`config.mk`:
```
export PLATFORM = sky130hd
export DESIGN_NAME = nanov_sequencer
export DESIGN_NICKNAME = d
export VERILOG_FILES = /design/src/rtl/nanov_pkg.sv /design/src/rtl/nanov_prefetch_buf.sv /design/src/rtl/nanov_sequencer.sv
export SDC_FILE = /design/constraint.sdc
export NUM_CORES = 1
export LEC_CHECK = 0
export CORE_ASPECT_RATIO = 0.6
export CORE_MARGIN = 2
export CORE_UTILIZATION = 47
export CTS_CLUSTER_SIZE = 30
export DETAILED_ROUTE_END_ITERATION = 12
export PLACE_DENSITY_LB_ADDON = 0.2
export SYNTH_ARGS = -nofsm -noshare
export SYNTH_HDL_FRONTEND = slang
export SYNTH_SLANG_ARGS = --single-unit
```
`constraint.sdc`:
```
create_clock -name clk -period 4.3 [get_ports clk]
set_input_delay 0.86 -clock clk [delete_from_list [all_inputs] [get_ports clk]]
set_output_delay 0.86 -clock clk [all_outputs]
set_load 0.005 [all_outputs]
```
`src/rtl/nanov_pkg.sv`:
```
// ============================================================================
// Module : nanov_pkg
// Brief  : Opcode constants, sequencer state encoding and sub-cycle lookup
//          shared by the nanoV instruction sequencer.
// Rev    : 1.0  initial release
// ============================================================================
`default_nettype none

package nanov_pkg;

   localparam logic [4:0] c_opc_op     = 5'b01100;
   localparam logic [4:0] c_opc_op_imm = 5'b00100;
   localparam logic [4:0] c_opc_lui    = 5'b01101;
   localparam logic [4:0] c_opc_auipc  = 5'b00101;
   localparam logic [4:0] c_opc_jal    = 5'b11011;
   localparam logic [4:0] c_opc_jalr   = 5'b11001;
   localparam logic [4:0] c_opc_branch = 5'b11000;
   localparam logic [4:0] c_opc_load   = 5'b00000;
   localparam logic [4:0] c_opc_store  = 5'b01000;

   typedef enum logic [1:0] {
      ST_FETCH_WAIT = 2'd0,
      ST_EXEC       = 2'd1,
      ST_MEM_WAIT   = 2'd2
   } state_t;

   // Number of 32-bit sub-cycles the core needs for an instruction.
   function automatic logic [2:0] sub_cycles(input logic [4:0] opcode,
                                             input logic [2:0] funct3);
      logic [2:0] n;
      n = 3'd1;
      case (opcode)
         c_opc_op, c_opc_op_imm:
            if (funct3 == 3'b001 || funct3 == 3'b101) n = 3'd2;
         c_opc_jal, c_opc_jalr, c_opc_branch: n = 3'd2;
         c_opc_load, c_opc_store:             n = 3'd2;
         default:                             n = 3'd1;
      endcase
      return n;
   endfunction

endpackage

`default_nettype wire

```
`src/rtl/nanov_prefetch_buf.sv`:
```
// ============================================================================
// Module : nanov_prefetch_buf
// Brief  : One-entry instruction prefetch buffer with load, take and flush.
// Rev    : 1.0  initial release
// ============================================================================
`default_nettype none

module nanov_prefetch_buf (
   input  logic        clk,
   input  logic        rst,
   input  logic        load,
   input  logic [31:0] load_data,
   input  logic        take,
   input  logic        flush,
   output logic        valid,
   output logic [31:0] data
);

   logic        r_valid;
   logic [31:0] r_data;

   // Flush beats load so a redirect also discards a same-cycle fetch word.
   always_ff @(posedge clk) begin
      if (rst || flush) begin
         r_valid <= 1'b0;
         r_data  <= 32'd0;
      end else if (load) begin
         r_valid <= 1'b1;
         r_data  <= load_data;
      end else if (take) begin
         r_valid <= 1'b0;
      end
   end

   assign valid = r_valid;
   assign data  = r_data;

endmodule

`default_nettype wire

```
`src/rtl/nanov_sequencer.sv`:
```
// ============================================================================
// Module : nanov_sequencer
// Brief  : Fetch, sub-cycle sequencing, branch redirect and load/store
//          handshake for the bit-serial nanoV core.
// Rev    : 1.0  initial release
// ============================================================================
`default_nettype none

module nanov_sequencer
   import nanov_pkg::*;
#(
   parameter logic [31:0] RESET_PC = 32'h0000_0000
) (
   input  logic        clk,
   input  logic        rst,
   output logic        fetch_req,
   output logic [31:0] fetch_addr,
   input  logic        fetch_ack,
   input  logic [31:0] fetch_data,
   output logic        core_en,
   output logic [31:0] instr,
   output logic [30:0] next_instr,
   output logic [2:0]  cycle,
   output logic [4:0]  counter,
   output logic        pc,
   input  logic        branch,
   input  logic [31:0] branch_target,
   output logic        shift_data_out,
   output logic        mem_req,
   output logic        mem_we,
   input  logic [31:0] mem_addr,
   input  logic        mem_ack,
   input  logic [31:0] mem_rdata,
   output logic        load_bit
);

   localparam logic [31:0] c_reset_pc = {RESET_PC[31:2], 2'b00};

   state_t      r_state, w_next_state;
   logic [31:0] r_instr;
   logic [4:0]  r_counter;
   logic [2:0]  r_cycle;
   logic [31:0] r_pc;
   logic [31:0] r_fetch_pc;
   logic        r_branch_pend;
   logic [31:0] r_ld;
   logic [31:0] r_mem_addr;

   logic        w_buf_valid;
   logic [31:0] w_buf_data;
   logic [2:0]  w_ncyc;
   logic        w_is_load, w_is_store;
   logic        w_last, w_final, w_stall, w_core_en, w_redirect;
   logic        w_retire, w_mem_enter;
   logic        w_slot_free, w_flush, w_to_instr, w_buf_load, w_buf_take, w_accept;
   logic [31:0] w_target;
   logic        w_unused;

   assign w_ncyc     = sub_cycles(r_instr[6:2], r_instr[14:12]);
   assign w_is_load  = (r_instr[6:2] == c_opc_load);
   assign w_is_store = (r_instr[6:2] == c_opc_store);
   assign w_last     = (r_counter == 5'd31);
   assign w_final    = (r_cycle == (w_ncyc - 3'd1));
   assign w_target   = {branch_target[31:2], 2'b00};

   // A store's last bit leads into the memory wait, so it never stalls here.
   assign w_stall    = w_last && w_final && !w_is_store && !w_buf_valid && !r_branch_pend;
   assign w_core_en  = (r_state == ST_EXEC) && !w_stall;
   assign w_redirect = r_branch_pend || (branch && w_core_en);

   always_ff @(posedge clk) begin
      if (rst) r_state <= ST_FETCH_WAIT;
      else     r_state <= w_next_state;
   end

   always_comb begin
      w_next_state = r_state;
      w_retire     = 1'b0;
      w_mem_enter  = 1'b0;
      case (r_state)
         ST_FETCH_WAIT: begin
            if (fetch_ack) w_next_state = ST_EXEC;
         end
         ST_EXEC: begin
            if (w_core_en && w_last) begin
               if ((w_is_load && r_cycle == 3'd0) || (w_is_store && w_final)) begin
                  w_mem_enter  = 1'b1;
                  w_next_state = ST_MEM_WAIT;
               end else if (w_final) begin
                  w_retire     = 1'b1;
                  w_next_state = w_redirect ? ST_FETCH_WAIT : ST_EXEC;
               end
            end
         end
         ST_MEM_WAIT: begin
            if (mem_ack) begin
               if (w_is_store) begin
                  // Store retires here; with nothing buffered it refetches.
                  w_retire     = 1'b1;
                  w_next_state = (!w_redirect && (w_buf_valid || fetch_ack))
                                 ? ST_EXEC : ST_FETCH_WAIT;
               end else begin
                  w_next_state = ST_EXEC;
               end
            end
         end
         default: w_next_state = ST_FETCH_WAIT;
      endcase
   end

   assign w_slot_free = (r_state == ST_FETCH_WAIT) || !w_buf_valid;
   assign w_flush     = w_retire && w_redirect;
   assign w_accept    = fetch_ack && w_slot_free && !w_flush;
   assign w_to_instr  = w_accept && ((r_state == ST_FETCH_WAIT) || (w_retire && !w_buf_valid));
   assign w_buf_load  = w_accept && !w_to_instr;
   assign w_buf_take  = w_retire && !w_redirect && w_buf_valid;

   nanov_prefetch_buf u_buf (
      .clk       (clk),
      .rst       (rst),
      .load      (w_buf_load),
      .load_data (fetch_data),
      .take      (w_buf_take),
      .flush     (w_flush),
      .valid     (w_buf_valid),
      .data      (w_buf_data)
   );

   always_ff @(posedge clk) begin
      if (rst) begin
         r_instr       <= 32'd0;
         r_counter     <= 5'd0;
         r_cycle       <= 3'd0;
         r_pc          <= c_reset_pc;
         r_fetch_pc    <= c_reset_pc;
         r_branch_pend <= 1'b0;
         r_ld          <= 32'd0;
         r_mem_addr    <= 32'd0;
      end else begin
         if (w_flush)       r_fetch_pc <= w_target;
         else if (w_accept) r_fetch_pc <= r_fetch_pc + 32'd4;

         if (w_retire)                 r_branch_pend <= 1'b0;
         else if (w_core_en && branch) r_branch_pend <= 1'b1;

         if (w_retire) r_pc <= w_redirect ? w_target : r_pc + 32'd4;

         if (w_to_instr)      r_instr <= fetch_data;
         else if (w_buf_take) r_instr <= w_buf_data;

         if (r_state != ST_EXEC) r_counter <= 5'd0;
         else if (w_core_en)     r_counter <= r_counter + 5'd1;

         if (w_retire || r_state == ST_FETCH_WAIT)  r_cycle <= 3'd0;
         else if (w_core_en && w_last && !w_final)  r_cycle <= r_cycle + 3'd1;

         if (r_state == ST_MEM_WAIT && mem_ack && w_is_load) r_ld <= mem_rdata;
         if (w_mem_enter) r_mem_addr <= mem_addr;
      end
   end

   // The captured address and the target's byte offset are not consumed here.
   assign w_unused = ^{branch_target[1:0], r_mem_addr};

   assign fetch_req      = !rst && w_slot_free;
   assign fetch_addr     = r_fetch_pc;
   assign core_en        = w_core_en;
   assign instr          = r_instr;
   assign next_instr     = w_buf_valid ? w_buf_data[30:0] : 31'd0;
   assign cycle          = r_cycle;
   assign counter        = r_counter;
   assign pc             = r_pc[r_counter];
   assign shift_data_out = (r_state == ST_EXEC) && w_is_store && (r_cycle == 3'd1);
   assign mem_req        = (r_state == ST_MEM_WAIT);
   assign mem_we         = (r_state == ST_MEM_WAIT) && w_is_store;
   assign load_bit       = (r_state == ST_EXEC) && w_is_load && (r_cycle == 3'd1)
                           && r_ld[r_counter];

endmodule

`default_nettype wire

```
Yosys cells after proc, flatten, opt, wreduce, memory -nomap -nowiden --
Index checks and enable logic that the tools add are counted.
Word-level totals: flip-flop bits (word level) 172, latch bits 0, RAM bits 0, ROM bits 0, input bits 133, output and inout port bits 110, word-level logic and storage cells 122, memories 0
Cells by class: add/subtract/negate cells 5, multipliers 0, divide/modulo/power cells 0, $lt $le $gt $ge 1, equality and inequality tests 18, shift operators 0, mux-type cells 29, bitwise operators 0, reductions and logical operators 58
Operators with widths (count):
- two-way mux 32 bit | 5
- adder 32 x 3 -> 32 bit (second input constant) | 2
- two-way mux 31 bit | 1
- logical AND 1 bit | 28
- equality test 5 bit (second input constant) | 4
- two-way mux 1 bit | 12
- two-way mux 2 bit | 6
- binary-select mux 1 bit (select 5 bit) | 2
- equality test 5 x 4 -> 1 bit (second input constant) | 2
- OR reduction 2 bit | 5
- logical NOT 1 bit | 9
- logical OR 1 bit | 8
- equality test 3 x 1 -> 1 bit (second input constant) | 2
- less-than comparator 5 x 6 -> 1 bit (second input constant) | 1
- case mux 2 bit (3 select lines) | 1
- case mux 3 bit (2 select lines) | 1
- nonzero test 2 bit | 3
- adder 5 x 1 -> 5 bit (second input constant) | 1
- equality test 5 x 3 -> 1 bit (second input constant) | 1
- logical NOT 5 bit | 1
- OR reduction 5 bit | 1
- != test 2 x 1 -> 1 bit (second input constant) | 2
- != test 2 bit (second input constant) | 2
- AND reduction 4 bit | 1
- 10 further kinds | 10

Logic depth before layout (Yosys ltp) --
word-level depth 22, depth in mapped cells 15, depth with buffers taken out 12

By module --
Synthesis repeated with hierarchy kept, for this count alone.
Second synthesis, totals: cells, all modules 1016, area, all modules 8782.2 um2
Modules (own cells, without submodules):
- nanov_sequencer | times used 1, cells each 907, area each 7559.8 um2, sequential area each 2702.6 um2
- nanov_prefetch_buf | times used 1, cells each 109, area each 1222.4 um2, sequential area each 660.6 um2

Worst setup path after synthesis --
No wires, ideal clock.
path type reg-to-output, start register r_instr[13] (netlist: instr[13]), end output port core_en, arrival time 2.528 ns, required time 3.440 ns, path slack 0.912 ns, stages on the path, launching flop included 12, path buffers 0, path through dfxtp_1 > nand2b_4 > a2111oi_4 > or2_2 > inv_1 > ha_1 > xor2_1 > nand2_1 > or4_4 > nand2_4 > nand2_1 > and2_1
Between the ends: longest elaborated chain between the ends 12, elaborated cells on any way between the ends 13, classes of those cells add/sub (1); eq/ne (3); mux (2); reduce/logical (7)
RTL lines:
- start: declaration | RTL line nanov_sequencer.sv:40 | logic [31:0] r_instr;
- start signal: assignment | RTL line nanov_sequencer.sv:148 | if (w_to_instr) r_instr <= fetch_data;
- start signal: assignment | RTL line nanov_sequencer.sv:149 | else if (w_buf_take) r_instr <= w_buf_data;
- equality test 3 x 1 -> 1 bit / equality test 3 bit (equally long branches) | RTL line nanov_pkg.sv:34 | if (funct3 == 3'b001 || funct3 == 3'b101) n = 3'd2;
- logical OR 1 bit (*) | RTL line nanov_pkg.sv:34
- two-way mux 2 bit (*) | RTL line nanov_pkg.sv:34
- case mux 3 bit (2 select lines) (*) | RTL line nanov_pkg.sv:32 | case (opcode)
- subtractor 3 x 1 -> 3 bit (*) | RTL line nanov_sequencer.sv:63 | assign w_final = (r_cycle == (w_ncyc - 3'd1));
- equality test 3 bit (*) | RTL line nanov_sequencer.sv:63
- logical AND 1 bit (*) (4 in series) | RTL line nanov_sequencer.sv:67 | assign w_stall = w_last && w_final && !w_is_store && !w_buf_valid && !r_branch_pend;
- logical NOT 1 bit (*) | RTL line nanov_sequencer.sv:68 | assign w_core_en = (r_state == ST_EXEC) && !w_stall;
- logical AND 1 bit (*) | RTL line nanov_sequencer.sv:68
- end: declaration | RTL line nanov_sequencer.sv:20 | output logic core_en,
Every way passes the cells marked *; elsewhere a longest branch is shown, timed or not.

Final worst setup path --
Same ends and word-level chain as after synthesis.

==> impl_results.md <==
* Slew Limit Fails at 0
* Clock sink total at 168
* Tmin final at 3.870 ns
* Clock Skews at 0.01157 ns
* TritonCTS Buffers at 17
* Die Y at 111.5 um
* Buf/Inv on CP at 2
* Critical path depth in cells at 12
* Clock Latency Late Sink at 0.43 ns
* Placer congestion estimate at 0.9075
* I/O pin count at 243
* Layout cell share with drive strength beyond 1 at 12.38%
* Status: finished, final reports clean
* Post-CTS Hold Buffers at 0
* Crit end category: output pin
* Total routed wirelength at 26,320 um
* Max Fclk at 258.4 MHz
* RSZ-0062 raised after global routing: false
* Int Power at 3.190 mW
* Max cap viols at 0
* Row count at 39
* Total track usage at 25.68%
* Clock share of power at 35.1%
* Root buffer cell: clkbuf_16
* CTS tree: yes
* Power, Total at 4.639 mW
* Worst-path cell chain: nand2b_4, a2111oi_4, or2_4, inv_1, ha_1, xor2_1, nand2_1, or4_4, nand2_4, nand2_1, and2_1, dlymetal6s2s_1
* Total Neg Setup Slack at 0 ns
* Area added between synthesis and finish at 32.02%
* Reg-to-reg endpoint: instr[9]
* Reg2Reg Setup Slack at 0.78 ns
* Vias in the first global route at 7,519
* GR Overflow Total at 0
* Worst ir drop on vdd at 0.2991 mV
* CP max stage delay at 0.46 ns
* Drt drc at 0
* Clock Tree Buf Depth at 2
* Worst R2R Start: instr[13]
* Critical Path AT at 3.01 ns
* Final period util at 90.00%
* Vias/cell at 5.641
* Top_reg_cell synth: dfxtp_1
* Required time worst endpoint at 3.44 ns
* Worst Setup Start Kind: flop
* Gate power share at 26.5%
* Die ar. at 20,410 um2
* Fill cells at 1,634
* Top delay family on crit path: simple AND/OR/NAND/NOR gates
* Worst Tran Pin Value at 1.087 ns
* Core ar. at 18,930 um2
* Die X at 183.1 um
* Slew headroom at 27.51%
* Synth area leader: dfxtp_1
* Synthesized flop and latch total at 168
* 1st-pass router iterations at 5
* Yosys cell types at 73
* Yosys warns at 0
* First-pass GRT wire length at 41,520 um
* Post-synthesis async set-or-reset flop share at 0%
* CP dominant cell by count: nand2_1
* Pwr Density at 388.4 nW/um2
* Most instantiated cells after synthesis: dfxtp_1 (168), nand2_1 (105), nor2_1 (98), a21oi_1 (81), mux2i_1 (74)
* Hold Startpoint: r_ld[31]
* N_diodes at 0
* Number of I/O port buffers at 206
* Post-synth EDFFs at 0
* CTS H-tree lvls at 4
* Largest net degree at the start of global routing at 77
* Final hold violations at 0
* Wire per inst at 18.36 um
* Post-synth top area share at 37.17%
* Avg Cell Area, Syn at 9.120 um2
* Class of the worst hold path: flop to flop
* Crit path max fanout at 4
* Leakage at 4.192 nW
* Sw Ratio at 31.24%
* Setup crit start: instr[13]
* Initial antenna violation count at 0
* Worst-case reg-to-reg path depth at 12
* Antenna viol nets, final at 0
* Via count at 8,083
* Cells after synthesis at 992
* Setup-failing EPs final at 0
* Net Switching at 1.449 mW
* Clock Pin Slew Worst Setup and Hold Paths at 0.07 ns
* NumNets Final at 1,319
* Crit path capture: core_en
* Post-synthesis sequential area ratio at 37.17%
* Post-Syn Area at 9047 um2
* Initial DRC count at 564
* Synth area leaders: dfxtp_1 (37%), mux2i_1 (8.2%), a211oi_2 (5.1%)
* Most frequent cell after synthesis: dfxtp_1
* Slowest stage cell, crit path: or4_4
* Sequential Power Share at 38.4%
* Post-DP HPWL at 18,400 um
* WS Path Type: flop to output pin
* Initial Utilization at 47.79%
[state kept, by name, summed over array words and instances (netlist names)]
signal,cells
counter,5
r_branch_pend,1
instr,32
r_ld,32
cycle,3
fetch_addr,30
u_buf.data,32
r_pc,30
u_buf.valid,1
r_state,2
[cell families (layout without fill, tap and decap cells)]
group                      Yosys count  count (layout)  share of synthesized area [%]
AOI/OAI and AO/OA                  219             219                          19.20
xor gates and xnor gates            48              48                          4.647
adders and majority gates           12              12                          1.659
buffers and inverters               94             288                          4.619
DFF                                168             168                          37.17
muxes                               92              92                          12.67
other                                1               2                        0.04145
and+or+nand+nor                    358             358                          20.00
[worst reg2reg max path: cells and delay by family, from the launching register on]
kind	cells	cell delay, ns
xor+xnor	1	0.18
compound gates	3	0.75
simple gates	6	1.80
buf+inv	1	0.04
fa+ha+maj	1	0.27
flops	1	0.32
[timing repair]
item                       4_1_cts  5_1_grt
setup endpoints to repair        1        1
setup buffers                    0        1
cloned                           0        0
pin swaps                        1        3
gates resized for setup          1        5
[final cells by class]
type / count / area, um2 / share of cell area [%]
flip-flops and latches: 168 / 3368 / 28.20
well taps: 246 / 307.8 / 2.577
inverters: 22 / 82.58 / 0.6914
multi-input cells: 731 / 5288 / 44.27
repair buffers: 234 / 2285 / 19.13
clock buffers: 18 / 429.2 / 3.593
clock inverters: 14 / 183.9 / 1.540
[layer usage]
layer	GRT usage [%]	vias to the layer above	share of wire, %
met5	0	-	0
met3	6.150	18	7.8
met1	40.08	3827	51
met2	35.40	315	41
li1	-	3923	-
met4	5.387	0	0.85
[power groups by stage]
stage | Sequential [mW] | Combinational, mW | Clock (mW)
3_5_place_dp | 1.81 | 1.21 | 0
2_1_floorplan | 1.80 | 0.737 | 0
3_3_place_gp | 1.81 | 1.19 | 0
4_1_cts | 1.78 | 1.22 | 1.64
5_1_grt | 1.80 | 1.32 | 1.73
6_report | 1.78 | 1.23 | 1.63
[layout by cell type (no fill, tap or decap), types with 18 or more instances in the layout]
cell type / count
clkdlybuf4s50_1: 204
xnor2_1: 34
nand3_1: 24
inv_1: 22
a211oi_2: 37
nor2_1: 98
and2_1: 37
dfxtp_1: 164
a211oi_1: 42
buf_4: 28
nand2_1: 104
a21oi_1: 81
mux4_2: 18
mux2i_1: 74
[metrics by stage]
stage | worst slack (ns) | utilization, % | cells | hold slack (ns) | area (um2)
CTS | 0.0003879 | 63.00 | 1432 | 0.4559 | 11930
detailed placement | 0.4166 | 59.75 | 1400 | 0.4467 | 11310
global placement | 0.4859 | 59.75 | 1400 | 0.4398 | 11310
global route | 0.2794 | 63.08 | 1433 | 0.4754 | 11940
finish | 0.4301 | 63.08 | 1433 | 0.4543 | 11940
floorplan | 0.9118 | - | 993 | 0.4331 | 9051
[worst min path at each step]
stage | depth (start not counted) | slack, ns | endpoint
6_report | 2 | 0.45 | r_ld[31]
5_1_grt | 2 | 0.48 | r_ld[6]
4_1_cts | 2 | 0.46 | r_ld[28]
3_5_place_dp | 2 | 0.45 | r_ld[2]
3_3_place_gp | 2 | 0.44 | r_ld[6]
2_1_floorplan | 2 | 0.43 | r_ld[10]
Note: power is estimated with default switching activity, not from simulation.
